==> config.mk <==
export PLATFORM = sky130hd
export DESIGN_NAME = tick_period_monitor
export DESIGN_NICKNAME = d
export VERILOG_FILES = /design/src/rtl/tick_period_monitor.sv
export SDC_FILE = /design/constraint.sdc
export NUM_CORES = 1
export LEC_CHECK = 0
export CAP_MARGIN = 20
export CORE_MARGIN = 2
export CORE_UTILIZATION = 39
export DETAILED_ROUTE_END_ITERATION = 10
export PLACE_DENSITY_LB_ADDON = 0.2
export SYNTH_ARGS = -nofsm -noshare
export SYNTH_HDL_FRONTEND = slang
export SYNTH_SLANG_ARGS = --single-unit
==> constraint.sdc <==
create_clock -name clk -period 2.21 [get_ports clk]
set_clock_uncertainty 0.1 [all_clocks]
set_input_delay 0.3315 -clock clk [delete_from_list [all_inputs] [get_ports clk]]
set_output_delay 0.3315 -clock clk [all_outputs]
set_load 0.02 [all_outputs]
==> src/rtl/tick_period_monitor.sv <==
// Recovers a tick generator's programmed max_cnt from the spacing of its ticks,
// declares lock after LOCK_COUNT equal periods, and flags changes and dropouts.
module tick_period_monitor #(
    parameter int WIDTH      = 8,
    parameter int LOCK_COUNT = 4
) (
    input  logic             clk,
    input  logic             reset,
    input  logic             enable,
    input  logic             tick_in,
    output logic [WIDTH-1:0] period_out,
    output logic             period_valid,
    output logic             locked,
    output logic             mismatch,
    output logic             timeout_err
);

    // One spare count of headroom so a post-mismatch relock with LOCK_COUNT=1 cannot wrap.
    localparam int MW = $clog2(LOCK_COUNT + 2);

    localparam logic [WIDTH-1:0] CNT_ZERO = {WIDTH{1'b0}};
    localparam logic [WIDTH-1:0] CNT_ONE  = {{(WIDTH-1){1'b0}}, 1'b1};
    localparam logic [WIDTH-1:0] CNT_MAX  = {WIDTH{1'b1}};
    localparam logic [MW-1:0]    M_ZERO   = {MW{1'b0}};
    localparam logic [MW-1:0]    M_ONE    = {{(MW-1){1'b0}}, 1'b1};
    localparam logic [MW-1:0]    M_LOCK   = MW'(LOCK_COUNT);

    typedef enum logic [1:0] {
        IDLE    = 2'd0,
        MEASURE = 2'd1,
        LOCKED  = 2'd2
    } state_t;

    state_t           state_r, state_s;
    logic [WIDTH-1:0] cnt_r, cnt_s;
    logic [WIDTH-1:0] ref_r, ref_s;
    logic [MW-1:0]    match_r, match_s;
    logic [MW-1:0]    match_inc_s;
    logic [WIDTH-1:0] period_s;
    logic             valid_s, locked_s, mismatch_s, timeout_s;

    // Next-state and next-output logic for the whole monitor.
    always_comb begin
        state_s     = state_r;
        cnt_s       = cnt_r;
        ref_s       = ref_r;
        match_s     = match_r;
        period_s    = period_out;
        valid_s     = 1'b0;
        locked_s    = locked;
        mismatch_s  = 1'b0;
        timeout_s   = 1'b0;
        match_inc_s = ((match_r == M_ZERO) || (cnt_r != ref_r)) ? M_ONE : (match_r + M_ONE);

        if (!enable) begin
            state_s  = IDLE;
            cnt_s    = CNT_ZERO;
            ref_s    = CNT_ZERO;
            match_s  = M_ZERO;
            period_s = CNT_ZERO;
            locked_s = 1'b0;
        end else begin
            case (state_r)
                IDLE: begin
                    cnt_s = CNT_ZERO;
                    if (tick_in) begin
                        state_s = MEASURE;
                    end else begin
                        state_s = IDLE;
                    end
                end
                MEASURE: begin
                    if (tick_in) begin
                        cnt_s    = CNT_ZERO;
                        period_s = cnt_r;
                        valid_s  = 1'b1;
                        match_s  = match_inc_s;
                        if (match_inc_s == M_ONE) begin
                            ref_s = cnt_r;
                        end else begin
                            ref_s = ref_r;
                        end
                        if (match_inc_s >= M_LOCK) begin
                            locked_s = 1'b1;
                            state_s  = LOCKED;
                        end else begin
                            state_s  = MEASURE;
                        end
                    end else if (cnt_r == CNT_MAX) begin
                        timeout_s = 1'b1;
                        locked_s  = 1'b0;
                        match_s   = M_ZERO;
                        cnt_s     = CNT_ZERO;
                        state_s   = IDLE;
                    end else begin
                        cnt_s = cnt_r + CNT_ONE;
                    end
                end
                LOCKED: begin
                    if (tick_in) begin
                        cnt_s    = CNT_ZERO;
                        period_s = cnt_r;
                        valid_s  = 1'b1;
                        if (cnt_r != ref_r) begin
                            mismatch_s = 1'b1;
                            locked_s   = 1'b0;
                            ref_s      = cnt_r;
                            match_s    = M_ONE;
                            state_s    = MEASURE;
                        end else begin
                            state_s    = LOCKED;
                        end
                    end else if (cnt_r == CNT_MAX) begin
                        timeout_s = 1'b1;
                        locked_s  = 1'b0;
                        match_s   = M_ZERO;
                        cnt_s     = CNT_ZERO;
                        state_s   = IDLE;
                    end else begin
                        cnt_s = cnt_r + CNT_ONE;
                    end
                end
                default: begin
                    state_s  = IDLE;
                    cnt_s    = CNT_ZERO;
                    match_s  = M_ZERO;
                    locked_s = 1'b0;
                end
            endcase
        end
    end

    // FSM state register.
    always_ff @(posedge clk or posedge reset) begin
        if (reset) begin
            state_r <= IDLE;
        end else begin
            state_r <= state_s;
        end
    end

    // Datapath and registered outputs.
    always_ff @(posedge clk or posedge reset) begin
        if (reset) begin
            cnt_r        <= CNT_ZERO;
            ref_r        <= CNT_ZERO;
            match_r      <= M_ZERO;
            period_out   <= CNT_ZERO;
            period_valid <= 1'b0;
            locked       <= 1'b0;
            mismatch     <= 1'b0;
            timeout_err  <= 1'b0;
        end else begin
            cnt_r        <= cnt_s;
            ref_r        <= ref_s;
            match_r      <= match_s;
            period_out   <= period_s;
            period_valid <= valid_s;
            locked       <= locked_s;
            mismatch     <= mismatch_s;
            timeout_err  <= timeout_s;
        end
    end

endmodule

== Word level (Yosys, flattened, before mapping) ==
Index checks and enable logic that the tools add are counted.

* Mux-type cells: 46
* $lt $le $gt $ge: 1
* Reduce and logical (&&, ||, !) cells: 8
* Equal/unequal tests: 15
* $add $sub $neg: 2

{| class="wikitable"
|+ Operator list
! operator !! number
|-
| 8-bit 2-to-1 mux || 12
|-
| 1-bit 2-to-1 mux || 18
|-
| 3-bit 2-to-1 mux || 6
|-
| 8-bit one-hot mux with 2 select lines || 1
|-
| 2-bit 2-to-1 mux || 6
|-
| 3-bit != test (second input constant) || 4
|-
| 3-bit one-hot mux with 3 select lines || 1
|-
| 8-bit by 1-bit adder with 8-bit output (second input constant) || 1
|-
| 8-bit equality test (second input constant) || 1
|-
| 4-bit != test (second input constant) || 2
|-
| 8-bit != test || 1
|-
| 2-bit one-hot mux with 3 select lines || 1
|-
| 5-bit AND reduction || 1
|-
| 2-bit != test (second input constant) || 2
|-
| 2-bit AND reduction || 2
|-
| 3-bit by 1-bit adder with 3-bit output (second input constant) || 1
|-
| 3-bit by 1-bit equality test with 1-bit output (second input constant) || 1
|-
| 3-bit >= comparator (second input constant) || 1
|-
| 3-bit zero test || 1
|-
| 3-bit by 1-bit != test with 1-bit output (second input constant) || 1
|-
| 1-bit one-hot mux with 3 select lines || 1
|-
| 3-bit AND reduction || 1
|-
| 2-bit by 1-bit equality test with 1-bit output (second input constant) || 1
|-
| 2-bit equality test (second input constant) || 1
|-
| other kinds (4) || 4
|}

* Bits in registers: 33
* Output and inout port bits: 12

== Longest topological paths before layout ==
Gate-level depths: netlist of run 1.

* Word-level depth: 8
* Gate-level depth with buffers: 8
* Mapped depth without buffers: 7

== Worst setup path before layout of run 1 ==
Ideal clock, no wire load.

* Path type: reg2reg
* Start: register state_r[0]
* End: register locked
* Required time: 2015 ps
* Setup time: 95 ps
* Path slack: 335 ps
* Arrival time: 1679 ps
* Period minus slack after synthesis: 1875 ps
* Path buffers: 1
* Cell stages (with the launch flop): 7
* Cells stage by stage: dfrtp_1 inv_1 ha_1 buf_2 nand2_1 or4_1 o31ai_1

* Longest elaborated chain between the ends: 3

{| class="wikitable"
|+ RTL lines
! element !! RTL line !! source
|-
| from (decl) || 34 || <nowiki>state_t state_r, state_s;</nowiki>
|-
| from (signal assigned) || 138 || <nowiki>state_r <= state_s;</nowiki>
|-
| 2-bit by 1-bit equality test with 1-bit output, or another cell as far along || 63 || <nowiki>case (state_r)</nowiki>
|-
| 4-bit != test (no line), or another cell as far along || - ||
|-
| 3-bit AND reduction (no line) or 1-bit 2-to-1 mux (tied branches) || - ||
|-
| to (signal assigned) || 159 || <nowiki>locked <= locked_s;</nowiki>
|-
| to (decl) || 13 || <nowiki>output logic locked,</nowiki>
|}

Several ways; a longest one is shown, not always the timed one.
A chain may end at the register's enable or synchronous reset.

== Worst setup path in the final report of run 1 ==
* Start: register cnt_r[4]
* End: register match_r[1]

* Longest elaborated chain between the ends: 6

{| class="wikitable"
|+ RTL lines
! element !! RTL line !! source
|-
| from (decl) || 35 || <nowiki>logic [WIDTH-1:0] cnt_r, cnt_s;</nowiki>
|-
| from (signal assigned) || 154 || <nowiki>cnt_r <= cnt_s;</nowiki>
|-
| 8-bit != test || 53, 104 ||
|-
| 1-bit logical OR || 53 || <nowiki>match_inc_s = ((match_r == M_ZERO) || (cnt_r != ref_r)) ? M_ONE : (match_r + M_ONE);</nowiki>
|-
| 3-bit 2-to-1 mux || 53 ||
|-
| 3-bit 2-to-1 mux || 73 || <nowiki>if (tick_in) begin</nowiki>
|-
| 3-bit one-hot mux with 3 select lines || 63 ||
|-
| 3-bit 2-to-1 mux || 55 || <nowiki>if (!enable) begin</nowiki>
|-
| to (signal assigned) || 156 || <nowiki>match_r <= match_s;</nowiki>
|-
| to (decl) || 37 || <nowiki>logic [MW-1:0] match_r, match_s;</nowiki>
|}

Several ways; a longest one is shown, not always the timed one.

==> impl_metrics.toml, run 1 <==
[critical_path]
critical_path.top_delay_family = "compound AO/OA/AOI/OAI gates"
crit_path_max_incr_delay_ns = 0.52
crit_fanout = 5
path_cells = "xor2_1 -> nor4_4 -> a32o_1 -> a31oi_1 -> o21ai_0"
crit_buf_inv = 0
critPathSlowestCell = "xor2_1"
cp.required_ns = 2.27
critical_path.startpoint_type = "flop"
endpoint_kind = "flop"
critPathArrivalTime_ns = 2.05
worstSetupPathType = "flop to flop"

[logic_synthesis]
ys_seq_area_frac = 0.446
syn-cell-area_mm2 = 0.00185
synth-edff-count = 0
synth_cell_type_count = 40
synth_top_family_by_area = "simple AND/OR/NAND/NOR gates"
ys.flop_type = "dfrtp_1"
synth_cells = 197
ys_warn_count = 0
synth_fa_ha_area_frac = 0.0473
synth_xor_area_frac = 0.0811
async_flop_share = 1.00
synthSimpleGateAreaFrac = 0.233
syn-num-nets = 208
syn_area_per_cell_um2 = 9.40
synthMuxAreaShare = 0
synth_compound_area_frac = 0.149
ys_ff_latch = 33

[floorplan]
die_area_mm2 = 0.00532
fp-row-count = 25
start_util = 0.397
fp.dieH_um = 72.9
coreArea_mm2 = 0.00466
ios = 16
chipWidth_um = 72.9

[cells_and_area]
final_layout_size_suffix_gt1_frac = 0.119
final-instance-count-excl-fill = 280
design_area_mm2 = 0.00221
area_growth_pct = 19.3
fillCellCount = 445
diodes = 0
layout.nets = 236
fin_util = 0.474

[power]
pwr-share-comb = 0.102
p_int_uw = 866
p_sw_uw = 320
power.share.clock = 0.383
p_leak_uw = 0.000973
ir_worst_vdd_mv = 0.313
power_density_mw_per_mm2 = 537
power_frac_seq = 0.515
p_sw_frac = 0.270

[grt]
grt_pass1_wl_um = 7320
grt_use_total = 0.180
grt_pass1_vias = 1469
grt_overflow = 0
grt_max_degree = 34
antenna_found_initial = 0

[hold_path]
min_path_type = "primary input to async pin"

[place]
io_buffers = 15
place.gp.congestion = 0.863
place_area_mm2 = 0.00212
dp_hpwl_um = 3040
dp_cells = 272
pre_cts_ws_ns = 0.213

[drt]
drc = 0
first_iter_violations = 218
vias = 1567
routedWlPerCell_um = 15.2
vias_per_cell = 5.60
ant_nets = 0
first_pass_iters = 4
wl_um = 4240

[timing]
hold_viol = 0
worst_pin_slew_ns = 0.806
setup_violations = 0
fin_crit_sh = 0.899
max_freq_mhz = 504
slew_violations = 0
totalNegativeSetupSlack_ns = 0
worst_slack_ns = 0.224
rsz0062_at_grt = "false"
relSlewSlack = 0.457
post-route-min-period_ns = 1.99

[clock_tree]
clockBufferDepth = 2
clk_pin_slew_worst_paths_ns = 0.07
numCtsBuffers = 5
ctsResizeCount = 0
cts_hold_buf = 0
cts_tree = "built"
h-tree-depth = 2
postCtsSetupBuffers = 0
clockRootBuffer = "clkbuf_8"
cts_sinks = 33
clk_latency_ns = 0.29

[outcome]
outcome = "complete, no violations"

[run]
maxCapViolations = 0
[tightest hold or removal path: cells and delay by family]
| kind | cells | cell delay (ns) |
|---|---|---|
| buf+inv | 3 | 0.82 |
[stage by stage]
stage	hold WS [ns]	total power, µW
finish	0.333	1190
detailed placement	0.419	742
global placement	0.416	744
floorplan	0.360	694
CTS	0.359	1190
global route	0.387	1230
[worst paths after layout]
path                       depth (start not counted)                      start  slack (ns)                        end
max                                                5         cnt_r[4]$_DFF_PP0_        0.22     match_r[1]$_DFFE_PP0P_
min                                                3                      reset        0.33         mismatch$_DFF_PP0_
max reg2reg                                        5         cnt_r[4]$_DFF_PP0_        0.22     match_r[1]$_DFFE_PP0P_
min reg2reg                                        2  period_out[0]$_DFFE_PP0P_        0.42  period_out[0]$_DFFE_PP0P_
max in group asynchronous                          3                      reset        1.36     match_r[1]$_DFFE_PP0P_
min in group clk                                   2  period_out[0]$_DFFE_PP0P_        0.42  period_out[0]$_DFFE_PP0P_
[power groups by stage]
stage / clock network (µW) / logic, µW / registers (µW)
3_5_place_dp: 0 / 119 / 623
2_1_floorplan: 0 / 70.3 / 624
3_3_place_gp: 0 / 121 / 623
5_1_grt: 485 / 135 / 612
4_1_cts: 463 / 120 / 611
6_report: 454 / 121 / 612
[cell families (layout without fill, tap and decap cells)]
family,after synthesis,in the layout
flops,33,33
compound gates,48,48
simple gates,78,78
fa+ha+maj,7,7
buf+inv,16,45
xor+xnor,15,15
[per-layer routing]
metal | part of all wire | vias up | GRT usage | wire, µm
met5 | 0 | - | 0 | 0
met4 | 0.015 | 0 | 0.0556 | 65
met3 | 0.049 | 13 | 0.0387 | 208
met1 | 0.49 | 735 | 0.262 | 2080
li1 | - | 765 | - | -
met2 | 0.44 | 54 | 0.270 | 1890
[state kept, by name, summed over array words and instances (netlist names)]
name / count
period_valid: 1
ref_r: 8
mismatch: 1
state_r: 2
match_r: 3
locked: 1
cnt_r: 8
period_out: 8
timeout_err: 1
[layout make-up]
cell class	instances	area (µm²)	area share
multi-input combinational	148	945	0.428
sequential	33	826	0.374
timing repair buffer	29	255	0.116
clock buffer	5	68.8	0.0311
tap	54	67.6	0.0306
inverter	8	30.0	0.0136
clock inverter	3	17.5	0.00793
[cell usage after synthesis (2+ instances only)]
library cell | number | area, µm²
a21oi_1 | 22 | 110
nor2_1 | 14 | 52.6
dfrtp_1 | 33 | 826
buf_2 | 2 | 10.0
xor2_1 | 10 | 87.6
buf_6 | 2 | 22.5
and3_1 | 6 | 37.5
nor3_1 | 6 | 30.0
nand3_1 | 25 | 125
clkinv_1 | 2 | 7.51
ha_1 | 7 | 87.6
clkbuf_1 | 3 | 11.3
o21ai_0 | 14 | 70.1
nor4_2 | 2 | 25.0
nand2_1 | 13 | 48.8
nor4_1 | 2 | 12.5
a31oi_1 | 3 | 18.8
xnor2_1 | 4 | 35.0
inv_1 | 6 | 22.5
[placed cells by master (no fill, tap or decap), types with 2 or more instances in the layout]
master	count
a21oi_1	22
a31oi_1	3
and3_1	6
buf_4	14
clkbuf_8	5
clkdlybuf4s50_1	15
clkinv_1	2
clkinv_2	2
dfrtp_1	33
ha_1	7
inv_1	6
nand2_1	13
nand3_1	25
nor2_1	14
nor3_1	6
nor4_1	2
nor4_2	2
o21ai_0	14
xnor2_1	4
xor2_1	10
No activity file was read; power rests on OpenSTA's default activity.
==> run 2: changes to the inputs <==
--- a/config.mk
+++ b/config.mk
@@ -10,6 +10,7 @@
 export CORE_UTILIZATION = 39
 export DETAILED_ROUTE_END_ITERATION = 10
 export PLACE_DENSITY_LB_ADDON = 0.2
+export SKIP_CTS_REPAIR_TIMING = 1
 export SYNTH_ARGS = -nofsm -noshare
 export SYNTH_HDL_FRONTEND = slang
 export SYNTH_SLANG_ARGS = --single-unit
==> results of run 2 <==
Final layout, timing and power as in run 1 (identical DEF).
==> run 3: changes to the inputs <==
--- a/config.mk
+++ b/config.mk
@@ -5,7 +5,6 @@
 export SDC_FILE = /design/constraint.sdc
 export NUM_CORES = 1
 export LEC_CHECK = 0
-export CAP_MARGIN = 20
 export CORE_MARGIN = 2
 export CORE_UTILIZATION = 39
 export DETAILED_ROUTE_END_ITERATION = 10
==> results of run 3 <==
Final layout, timing and power as in run 1 (identical DEF).
